===== src/rtl/jts16_ramreq.sv =====
// jts16_ramreq: one SDRAM slot shared by System 16A work RAM and VRAM.
// One access per chip-select rising edge, with a one-deep pending slot.
module jts16_ramreq #(
    parameter int             AW          = 14,
    parameter int             SDW         = 22,
    parameter logic [SDW-1:0] RAM_OFFSET  = 22'h0,
    parameter logic [SDW-1:0] VRAM_OFFSET = 22'h4000
) (
    input  logic           clk,
    input  logic           rst,
    input  logic           ram_cs,
    input  logic           vram_cs,
    input  logic [AW:1]    addr,
    input  logic [15:0]    din,
    input  logic           UDSWn,
    input  logic           LDSWn,
    output logic [15:0]    dout,
    output logic           ram_ok,
    output logic [SDW-1:0] sdram_addr,
    output logic           sdram_req,
    output logic           sdram_we,
    output logic [15:0]    sdram_din,
    output logic [1:0]     sdram_dsn,
    input  logic           sdram_ack,
    input  logic           sdram_rdy,
    input  logic [15:0]    sdram_dout
);
    typedef enum logic [1:0] {IDLE, REQ, WAIT, DONE} state_t;

    state_t         st;
    logic           cs, cs_l, start, busy, finish;
    logic           pend, aborted;
    logic [SDW-1:0] new_addr, pend_addr, src_addr;
    logic           new_we, pend_we, src_we;
    logic [1:0]     new_dsn, pend_dsn, src_dsn;
    logic [15:0]    pend_din, src_din;

    assign cs       = ram_cs | vram_cs;
    assign start    = cs & ~cs_l;
    assign busy     = st != IDLE;
    assign finish   = (st == REQ  && sdram_ack && sdram_rdy) ||
                      (st == WAIT && sdram_rdy);

    assign new_addr = (ram_cs ? RAM_OFFSET : VRAM_OFFSET) + SDW'(addr);
    assign new_we   = ~(UDSWn & LDSWn);
    assign new_dsn  = new_we ? {UDSWn, LDSWn} : 2'b00;

    // A live edge in IDLE beats a stale pending entry
    assign src_addr = start ? new_addr : pend_addr;
    assign src_we   = start ? new_we   : pend_we;
    assign src_dsn  = start ? new_dsn  : pend_dsn;
    assign src_din  = start ? din      : pend_din;

    always_ff @(posedge clk or posedge rst) begin
        if (rst) begin
            st         <= IDLE;
            cs_l       <= 1'b0;
            pend       <= 1'b0;
            aborted    <= 1'b0;
            pend_addr  <= '0;
            pend_we    <= 1'b0;
            pend_dsn   <= 2'b11;
            pend_din   <= 16'h0;
            dout       <= 16'hffff;
            ram_ok     <= 1'b0;
            sdram_req  <= 1'b0;
            sdram_we   <= 1'b0;
            sdram_dsn  <= 2'b11;
            sdram_addr <= '0;
            sdram_din  <= 16'h0;
        end else begin
            cs_l <= cs;
            if (busy && start) begin
                pend      <= 1'b1;
                pend_addr <= new_addr;
                pend_we   <= new_we;
                pend_dsn  <= new_dsn;
                pend_din  <= din;
            end
            // The SDRAM access cannot be cancelled, only its ram_ok
            if ((st == REQ || st == WAIT) && !cs)
                aborted <= 1'b1;
            if (finish) begin
                st     <= DONE;
                ram_ok <= cs & ~aborted;
                if (!sdram_we)
                    dout <= sdram_dout;
            end
            unique case (st)
                IDLE: begin
                    ram_ok <= 1'b0;
                    if (start || pend) begin
                        st         <= REQ;
                        sdram_req  <= 1'b1;
                        sdram_addr <= src_addr;
                        sdram_we   <= src_we;
                        sdram_dsn  <= src_dsn;
                        sdram_din  <= src_din;
                        pend       <= 1'b0;
                        aborted    <= ~cs;
                    end
                end
                REQ: begin
                    if (sdram_ack) begin
                        sdram_req <= 1'b0;
                        if (!sdram_rdy)
                            st <= WAIT;
                    end
                end
                WAIT: begin
                end
                DONE: begin
                    if (cs && !aborted) begin
                        ram_ok <= 1'b1;
                    end else begin
                        ram_ok <= 1'b0;
                        st     <= IDLE;
                    end
                end
                default: st <= IDLE;
            endcase
        end
    end
endmodule


===== config.mk =====
export PLATFORM = sky130hd
export DESIGN_NAME = jts16_ramreq
export DESIGN_NICKNAME = d
export VERILOG_FILES = /design/src/rtl/jts16_ramreq.sv
export SDC_FILE = /design/constraint.sdc
export NUM_CORES = 1
export LEC_CHECK = 0
export ABC_AREA = 1
export CORE_ASPECT_RATIO = 1.25
export CORE_UTILIZATION = 40
export CTS_CLUSTER_SIZE = 30
export DETAILED_ROUTE_END_ITERATION = 7
export PLACE_DENSITY = 0.66
export SYNTH_ARGS = -nofsm -noshare
export SYNTH_HDL_FRONTEND = slang
export SYNTH_SLANG_ARGS = --single-unit

===== constraint.sdc =====
create_clock -name clk -period 4.9 [get_ports clk]
set_input_delay 1.47 -clock clk [delete_from_list [all_inputs] [get_ports clk]]
set_output_delay 1.47 -clock clk [all_outputs]
set_load 0.005 [all_outputs]

==> metrics.txt, run 1 <==
status completed; register area share after synthesis 0.541; Hold Path Depth 2; Inserted Clock Buffers 9; final WL approximately 8800 um; critical path data required time 3430 ps; first-pass GRT wire length approximately 15000 um; combinational power share 0.365; Final ANT Viol Nets 0; Worst path slowest cell dfstp_2; hold_buf cts 0; post-DP HPWL between 5000 and 6000 um; HP Class reg -> reg; VDD IR max approximately 0.23 mV; drc violations 0; initial antenna violation count 0; Cell Pwr Density between 500 and 600 mW/mm^2; RSZ-0062 raised after global routing no; Worst Path Buf+Inv 1; yosys warns 0; worst flop-to-flop path startpoint st[0]$_DFF_PP0_; Max H-tree Level 3; row cnt 41; Leak about 2.8 nW; GRT overflow 0; WS Path Type reg -> out; full die area around 0.011 mm^2; CTS tree built; Cell Chain, Critical Path clkdlybuf4s50_1; clk sinks between 90 and 100; cells after synthesis between 500 and 600; Hold Path End sdram_dsn[0]$_DFFE_PP1P_; reg-to-reg endpoint pend_din[14]$_DFFE_PP0P_; WP data arrival 1390 ps; largest net degree at the start of global routing 77; Synth Area per Inst 8.36 um^2; P&R area growth vs syn 31.7%; Starting Density 0.417; P_sw approximately 0.0010 W; DRT Pass-1 Iters 4; CP peak stage delay around 540 ps; Power, Total between 0.003 and 0.004 W; Layout Nets 663; Post-CTS Setup Inserts 0; fmax about 350 MHz; Root Buffer clkbuf_16; Hold Path Origin sdram_dsn[0]$_DFFE_PP1P_; DR WL/cell 11.9 um; P_int roughly 0.0022 W; fraction of layout cells with a size suffix above 1 0.120; Top Ports roughly 110; vias in the first global route between 3000 and 4000; Max clock buf depth 2; Sw Share 0.322; DIE HEIGHT between 100 and 150 um; register bit total from synthesis 91; fill count between 900 and 1000; Reg clk slew, reported paths roughly 70 ps; Placer Congestion 0.774; Design Area, Final between 0.005 and 0.006 mm^2; setup TNS 0 ps; core outline area 0.0102 mm^2; PortBufs approximately 110; max-capacitance violation count 0; Reg2Reg Setup Slack a little over 3000 ps; DRT iter0 DRCs roughly 170; nature of the critical path startpoint register; vias approximately 3400; placed inst area approximately 0.0053 mm^2; post-synthesis cell type count 22; Critical Path Fanout Max 2; Slew @ Worst Pin roughly 950 ps; Top Family by Delay on Critical Path flip-flops; Place WS about 1700 ps; Post-Syn Area 0.00426 mm^2; crit end category primary output; worst skew pair latency about 340 ps; Tmin final between 2000 and 3000 ps; Via density approximately 4.6; Reg2Reg Depth 6; final slew viol count 0; setup violators final 0; GRT Util Overall 0.173; Clock Skew ~6 ps; Seq pwr share 0.412; Clock power frac 0.223; Antenna diodes 0; Slew headroom 0.363; Post-CTS Resized 0; Die W about 94 um; period utilization 0.583; Worst Slack Setup Final ~2000 ps; count of final hold-check violations 0
-- routing by layer --
metal	track usage	vias to the layer above	wire length, um
li1	-	1726	-
met1	0.216	1560	4040
met2	0.289	74	4190
met3	0.0409	9	445
met4	0.0606	0	133
met5	0	-	0
-- layout by cell type (no fill, tap or decap) --
master	netlist	layout
nand2_2	12	12
inv_4	0	1
nand3_2	1	1
ha_1	5	5
a21oi_1	3	3
o21ai_2	16	16
clkdlybuf4s50_1	0	105
conb_1	1	7
clkinvlp_4	0	1
nand3_1	5	5
clkbuf_16	0	10
nor3_1	1	1
clkinv_2	0	3
dfstp_2	20	20
or2_2	1	1
inv_2	1	1
inv_1	65	64
or2_1	1	1
dfrtp_1	71	71
o21ai_0	72	72
bufinv_16	0	1
nand2_1	196	196
inv_6	0	1
buf_4	11	5
nor2_1	6	6
-- metrics by stage --
step | utilization | std cells | hold slack [ps]
floorplan | - | 515 | 453
global placement | 0.518 | 722 | 459
detailed placement | 0.518 | 722 | 464
CTS | 0.549 | 738 | 478
global route | 0.549 | 738 | 491
finish | 0.549 | 738 | 473
-- cells by family (layout without fill, tap and decap cells) --
group	Yosys count	in the layout	synth area share
buffers and inverters	98	192	0.114
adders and majority gates	5	5	0.0147
and+or+nand+nor	223	223	0.208
AOI/OAI and AO/OA	91	91	0.121
DFF	91	91	0.541
other	1	7	0.000881
-- cells in the mapped netlist, drive strengths merged --
| library cell | n | area, um^2 |
|---|---|---|
| a21oi | 3 | 15.0 |
| clkbuf | 9 | 33.8 |
| ha | 5 | 62.6 |
| or2 | 2 | 12.5 |
| inv | 66 | 248 |
| buf | 23 | 204 |
| dfrtp | 71 | 1780 |
| o21ai | 88 | 500 |
| nor2 | 6 | 22.5 |
| nand3 | 6 | 35.0 |
| nand2 | 208 | 811 |
| conb | 1 | 3.75 |
| dfstp | 20 | 526 |
| nor3 | 1 | 5.00 |
-- state kept, by name (all words and copies together), names as in the netlist, 2 cells and up --
register / cells
pend_addr: 15
st: 2
dout: 16
sdram_dsn: 2
sdram_din: 16
pend_dsn: 2
sdram_addr: 15
pend_din: 16
-- area by class of cell --
type	instances	area [um^2]	area share
Multi-Input combinational cell	326	1490	0.266
Timing Repair Buffer	110	1090	0.194
Tap cell	129	161	0.0288
Clock inverter	6	61.3	0.0109
Inverter	66	250	0.0447
Sequential cell	91	2300	0.411
Clock buffer	10	250	0.0447
-- power by group through the flow --
stage	sequential, W	clock, W	combinational [W]
floorplan	0.00132	0	0.000704
global placement	0.00133	0	0.00116
detailed placement	0.00134	0	0.00120
CTS	0.00133	0.000734	0.00120
global route	0.00137	0.000768	0.00135
finish	0.00133	0.000716	0.00117
-- worst max-delay path by stage --
stage	cells past startpoint	slack [ps]	startpoint	end
3_3_place_gp	9	1750	ram_cs	sdram_req$_DFFE_PP0P_
4_1_cts	1	2030	sdram_dsn[1]$_DFFE_PP1P_	sdram_dsn[1]
3_5_place_dp	9	1730	ram_cs	sdram_req$_DFFE_PP0P_
6_report	1	2040	dout[12]$_DFFE_PP1P_	dout[12]
5_1_grt	9	1890	ram_cs	sdram_req$_DFFE_PP0P_
2_1_floorplan	1	1100	rst	aborted$_DFF_PP0_
Power figures use the tool's default switching activity.
==> run 2: changes to the inputs <==
==> constraint.sdc (replaced) <==
create_clock -name clk -period 3 [get_ports clk]
set_input_delay 0.9 -clock clk [delete_from_list [all_inputs] [get_ports clk]]
set_output_delay 0.9 -clock clk [all_outputs]
set_load 0.005 [all_outputs]
==> metrics.txt, run 2 (synthesis results as in run 1) <==
DRT Pass-1 Iters 4; final slew viol count 0; largest net degree at the start of global routing between 60 and 70; count of final hold-check violations 0; setup violators final 0; crit path from sdram_dsn[1]$_DFFE_PP1P_; vias in the first global route ~3200; WP data arrival ~1400 ps; crit end category primary output; Cell Chain, Critical Path clkdlybuf4s50_1; period utilization 0.762; clk sinks 91; Reg2Reg Setup Slack about 1200 ps; worst flop-to-flop path startpoint st[1]$_DFF_PP0_; PortBufs 105; Tmin final ~2300 ps; Inserted Clock Buffers 9; Clock power frac 0.225; Layout Nets 667; Finished Layout Cells 742; fill count roughly 930; WS Path Type reg -> out; core outline area around 0.010 mm^2; Sw Share 0.317; HP Class reg -> reg; nature of the critical path startpoint register; commonest cells after routing, fill and taps aside nand2_1, clkdlybuf4s50_1, o21ai_0, dfrtp_1, inv_1; worst skew pair latency roughly 340 ps; GRT overflow 0; Reg clk slew, reported paths around 60 ps; commonest non-fill, non-tap cell in the layout nand2_1; reg-to-reg endpoint dout[4]$_DFFE_PP1P_; Power, Total about 0.0053 W; hold_buf cts 0; fmax about 440 MHz; CP Depth 1; Top Family by Delay on Critical Path flip-flops; Root Buffer clkbuf_16; final WL slightly below 9000 um; Final ANT Viol Nets 0; drc violations 0; vias approximately 3400; Placer Congestion about 0.71; Antenna diodes 0; max-capacitance violation count 0; Die W between 90 and 100 um; Post-CTS Resized 0; Top Ports 113; Worst Path Buf+Inv 1; Worst path slowest cell dfstp_2; worst setup path endpoint sdram_dsn[1]; Via density roughly 4.6; critical path data required time 2100 ps; P_sw between 0.0015 and 0.002 W; row cnt ~40; Clock Skew 12.1 ps; dpl cells 726; DIE HEIGHT 117 um; full die area 0.0111 mm^2; Post-CTS Setup Inserts 0; DR WL/cell 11.9 um; Critical Path Fanout Max 2; post-DP HPWL approximately 6000 um; GRT Util Overall 0.171; VDD IR max 0.344 mV; Cell Pwr Density roughly 930 mW/mm^2; Max H-tree Level 3; Largest regs dout (16), pend_din (16), sdram_din (16); first-pass GRT wire length around 15000 um; RSZ-0062 raised after global routing no; Slew @ Worst Pin 638 ps; setup TNS 0 ps; combinational power share 0.366; initial antenna violation count 0; P_int about 0.0036 W; Leak approximately 2.8 nW; Max clock buf depth 2; Starting Density 0.417; Seq pwr share 0.409; P&R area growth vs syn 33.3%; status completed; CP peak stage delay 550 ps; CTS tree built; Reg2Reg Depth 9; DRT iter0 DRCs between 150 and 200; fraction of layout cells with a size suffix above 1 0.121; Slew headroom 0.574
-- run 2: cell count changes in the layout (fill, tap and decap cells not counted), sizes merged --
cell	previous run	this run
buf	5	9
bufinv	1	2
clkbuf	10	12
clkinv	3	1
clkinvlp	1	2
inv	67	65
-- run 2: per-stage QoR --
step | utilization | instance area, um^2 | setup slack [ps] | hold slack (ps)
CTS | 0.556 | 5670 | 707 | 475
floorplan | - | 4280 | 1050 | 453
global route | 0.556 | 5670 | 620 | 487
global placement | 0.525 | 5360 | 501 | 460
detailed placement | 0.525 | 5360 | 410 | 465
finish | 0.556 | 5670 | 715 | 476
-- run 2: layer usage --
| layer | track usage | part of all wire | up-vias |
|---|---|---|---|
| li1 | - | - | 1738 |
| met1 | 0.214 | 0.44 | 1556 |
| met2 | 0.285 | 0.50 | 85 |
| met3 | 0.0337 | 0.052 | 4 |
| met4 | 0.0673 | 0.0082 | 0 |
| met5 | 0 | 0 | - |
-- run 2: how the worst min path moves through the flow --
| stage | startpoint | to | cells after the start |
|---|---|---|---|
| 2_1_floorplan | pend_addr[0]$_DFFE_PP0P_ | pend_addr[0]$_DFFE_PP0P_ | 2 |
| 3_3_place_gp | sdram_din[8]$_DFFE_PP0P_ | sdram_din[8]$_DFFE_PP0P_ | 2 |
| 3_5_place_dp | sdram_din[8]$_DFFE_PP0P_ | sdram_din[8]$_DFFE_PP0P_ | 2 |
| 4_1_cts | dout[13]$_DFFE_PP1P_ | dout[13]$_DFFE_PP1P_ | 2 |
| 5_1_grt | dout[1]$_DFFE_PP1P_ | dout[1]$_DFFE_PP1P_ | 2 |
| 6_report | dout[11]$_DFFE_PP1P_ | dout[11]$_DFFE_PP1P_ | 2 |
-- run 2: area by class of cell --
type / instances / area (um^2) / share of cell area
flip-flops and latches: 91 / 2300 / 0.406
multi-input cells: 326 / 1490 / 0.263
repair buffers: 114 / 1160 / 0.204
inverters: 66 / 251 / 0.0443
clock buffers: 12 / 236 / 0.0417
well taps: 129 / 161 / 0.0284
clock inverters: 4 / 76.3 / 0.0135
-- run 2: power groups by stage --
| stage | registers, W | clock network, W | logic (W) |
|---|---|---|---|
| CTS | 0.00217 | 0.00122 | 0.00197 |
| detailed placement | 0.00218 | 0 | 0.00196 |
| floorplan | 0.00216 | 0 | 0.00115 |
| global placement | 0.00217 | 0 | 0.00192 |
| finish | 0.00217 | 0.00119 | 0.00194 |
| global route | 0.00224 | 0.00127 | 0.00221 |
==> run 3: changes to the inputs <==
==> constraint.sdc (replaced) <==
create_clock -name clk -period 2.2 [get_ports clk]
set_input_delay 0.66 -clock clk [delete_from_list [all_inputs] [get_ports clk]]
set_output_delay 0.66 -clock clk [all_outputs]
set_load 0.005 [all_outputs]
==> metrics.txt, run 3 (synthesis results as in run 1) <==
initial antenna violation count 0; Post-CTS Resized 0; period utilization 0.925; crit path from sdram_dsn[0]$_DFFE_PP1P_; Post-CTS Setup Inserts 0; DR WL/cell roughly 12 um; Tmin final about 2000 ps; Reg2Reg Depth 9; Die W roughly 94 um; clk sinks 91; setup violators final 0; Worst Path Buf+Inv 1; worst skew pair latency 330 ps; Cell Pwr Density about 1300 mW/mm^2; core outline area between 0.01 and 0.015 mm^2; Top Family by Delay on Critical Path flip-flops; fmax about 490 MHz; drc violations 0; Leak between 2 and 3 nW; Worst path slowest cell dfstp_2; CP Depth 1; Cell Chain, Critical Path clkdlybuf4s50_1; Reg2Reg Setup Slack ~500 ps; first-pass GRT wire length 15300 um; status completed; Max H-tree Level 3; count of final hold-check violations 0; Max clock buf depth 2; P&R area growth vs syn 33.5%; crit end category primary output; GRT Util Overall 0.176; PortBufs ~110; WP data arrival 1380 ps; commonest non-fill, non-tap cell in the layout nand2_1; CP peak stage delay about 550 ps; Layout Nets around 670; nature of the critical path startpoint register; max-capacitance violation count 0; row cnt 41; Placer Congestion 0.770; Critical Path Fanout Max 2; vias in the first global route approximately 3300; HP Class reg -> reg; Clock Skew between 6 and 7 ps; CTS tree built; Via density 4.63; GRT overflow 0; hold_buf cts 0; Place WS about 130 ps; largest net degree at the start of global routing 47; Starting Density 0.417; DIE HEIGHT around 120 um; VDD IR max approximately 0.50 mV; WS Path Type reg -> out; commonest cells after routing, fill and taps aside nand2_1, clkdlybuf4s50_1, o21ai_0, dfrtp_1, inv_1; critical path data required time around 1500 ps; setup TNS 0 ps; worst flop-to-flop path startpoint st[1]$_DFF_PP0_; fraction of layout cells with a size suffix above 1 0.131; final slew viol count 0; Top Ports 113; reg-to-reg endpoint dout[4]$_DFFE_PP1P_; worst setup path endpoint sdram_dsn[0]; RSZ-0062 raised after global routing no; final WL 9080 um; Root Buffer clkbuf_16; Largest regs dout (16), pend_din (16), sdram_din (16); DRT Pass-1 Iters 4; Inserted Clock Buffers 9; DRT iter0 DRCs 145; full die area 0.0111 mm^2; Reg clk slew, reported paths about 60 ps; post-DP HPWL ~6500 um; Final ANT Viol Nets 0; Worst Slack Setup Final approximately 160 ps; Antenna diodes 0; vias between 3000 and 4000
run 3: cell types whose count changed in the layout (fill, tap and decap cells not counted):
cell | before | now
clkbuf_1 | 3 | 2
clkinv_2 | 0 | 3
clkinv_4 | 1 | 0
bufinv_16 | 2 | 0
clkinvlp_4 | 2 | 1
buf_4 | 6 | 12
clkbuf_8 | 0 | 2
run 3: area by class of cell:
cell class / count / area [um^2]
fill: 947 / 4530
sequential: 91 / 2300
multi-input combinational: 326 / 1490
timing repair buffer: 120 / 1200
clock buffer: 13 / 260
inverter: 66 / 251
tap: 129 / 161
clock inverter: 3 / 15.0
run 3: how the worst min path moves through the flow:
stage / from / end / slack (ps) / depth (start not counted)
after floorplan: pend_addr[0]$_DFFE_PP0P_ / pend_addr[0]$_DFFE_PP0P_ / 450 / 2
after global placement: sdram_din[8]$_DFFE_PP0P_ / sdram_din[8]$_DFFE_PP0P_ / 460 / 2
after detailed placement: dout[11]$_DFFE_PP1P_ / dout[11]$_DFFE_PP1P_ / 460 / 2
after CTS: dout[11]$_DFFE_PP1P_ / dout[11]$_DFFE_PP1P_ / 470 / 2
after global routing: dout[11]$_DFFE_PP1P_ / dout[11]$_DFFE_PP1P_ / 480 / 2
final: dout[11]$_DFFE_PP1P_ / dout[11]$_DFFE_PP1P_ / 470 / 2
run 3: layer usage:
layer  global-route usage  part of all wire  vias up
li1                     -                 -     1746
met1                0.218              0.43     1607
met2                0.300              0.50       97
met3               0.0233             0.047       12
met4               0.0808             0.020        0
met5                    0                 0        -
run 3: through the flow:
stage | total power, W | cell area, um^2 | utilization | instances | hold slack [ps]
2_1_floorplan | 0.00452 | 4280 | - | 515 | 453
3_3_place_gp | 0.00566 | 5410 | 0.530 | 732 | 461
3_5_place_dp | 0.00575 | 5410 | 0.530 | 732 | 464
4_1_cts | 0.00723 | 5680 | 0.557 | 748 | 474
5_1_grt | 0.00770 | 5680 | 0.557 | 748 | 482
6_report | 0.00713 | 5680 | 0.557 | 748 | 471
run 3: worst reg2reg max path: cells and delay by family (launching register included):
family / cells / cell delay, ps
fa+ha+maj: 1 / 280
compound gates: 1 / 50
buf+inv: 2 / 310
simple gates: 5 / 570
flops: 1 / 420
run 3: power by group:
group	leakage (nW)	switching (W)	internal, W
clock network	0.139	0.000601	0.000822
registers	1.11	0.000419	0.00254
logic	1.62	0.00129	0.00145
total	2.86	0.00231	0.00482
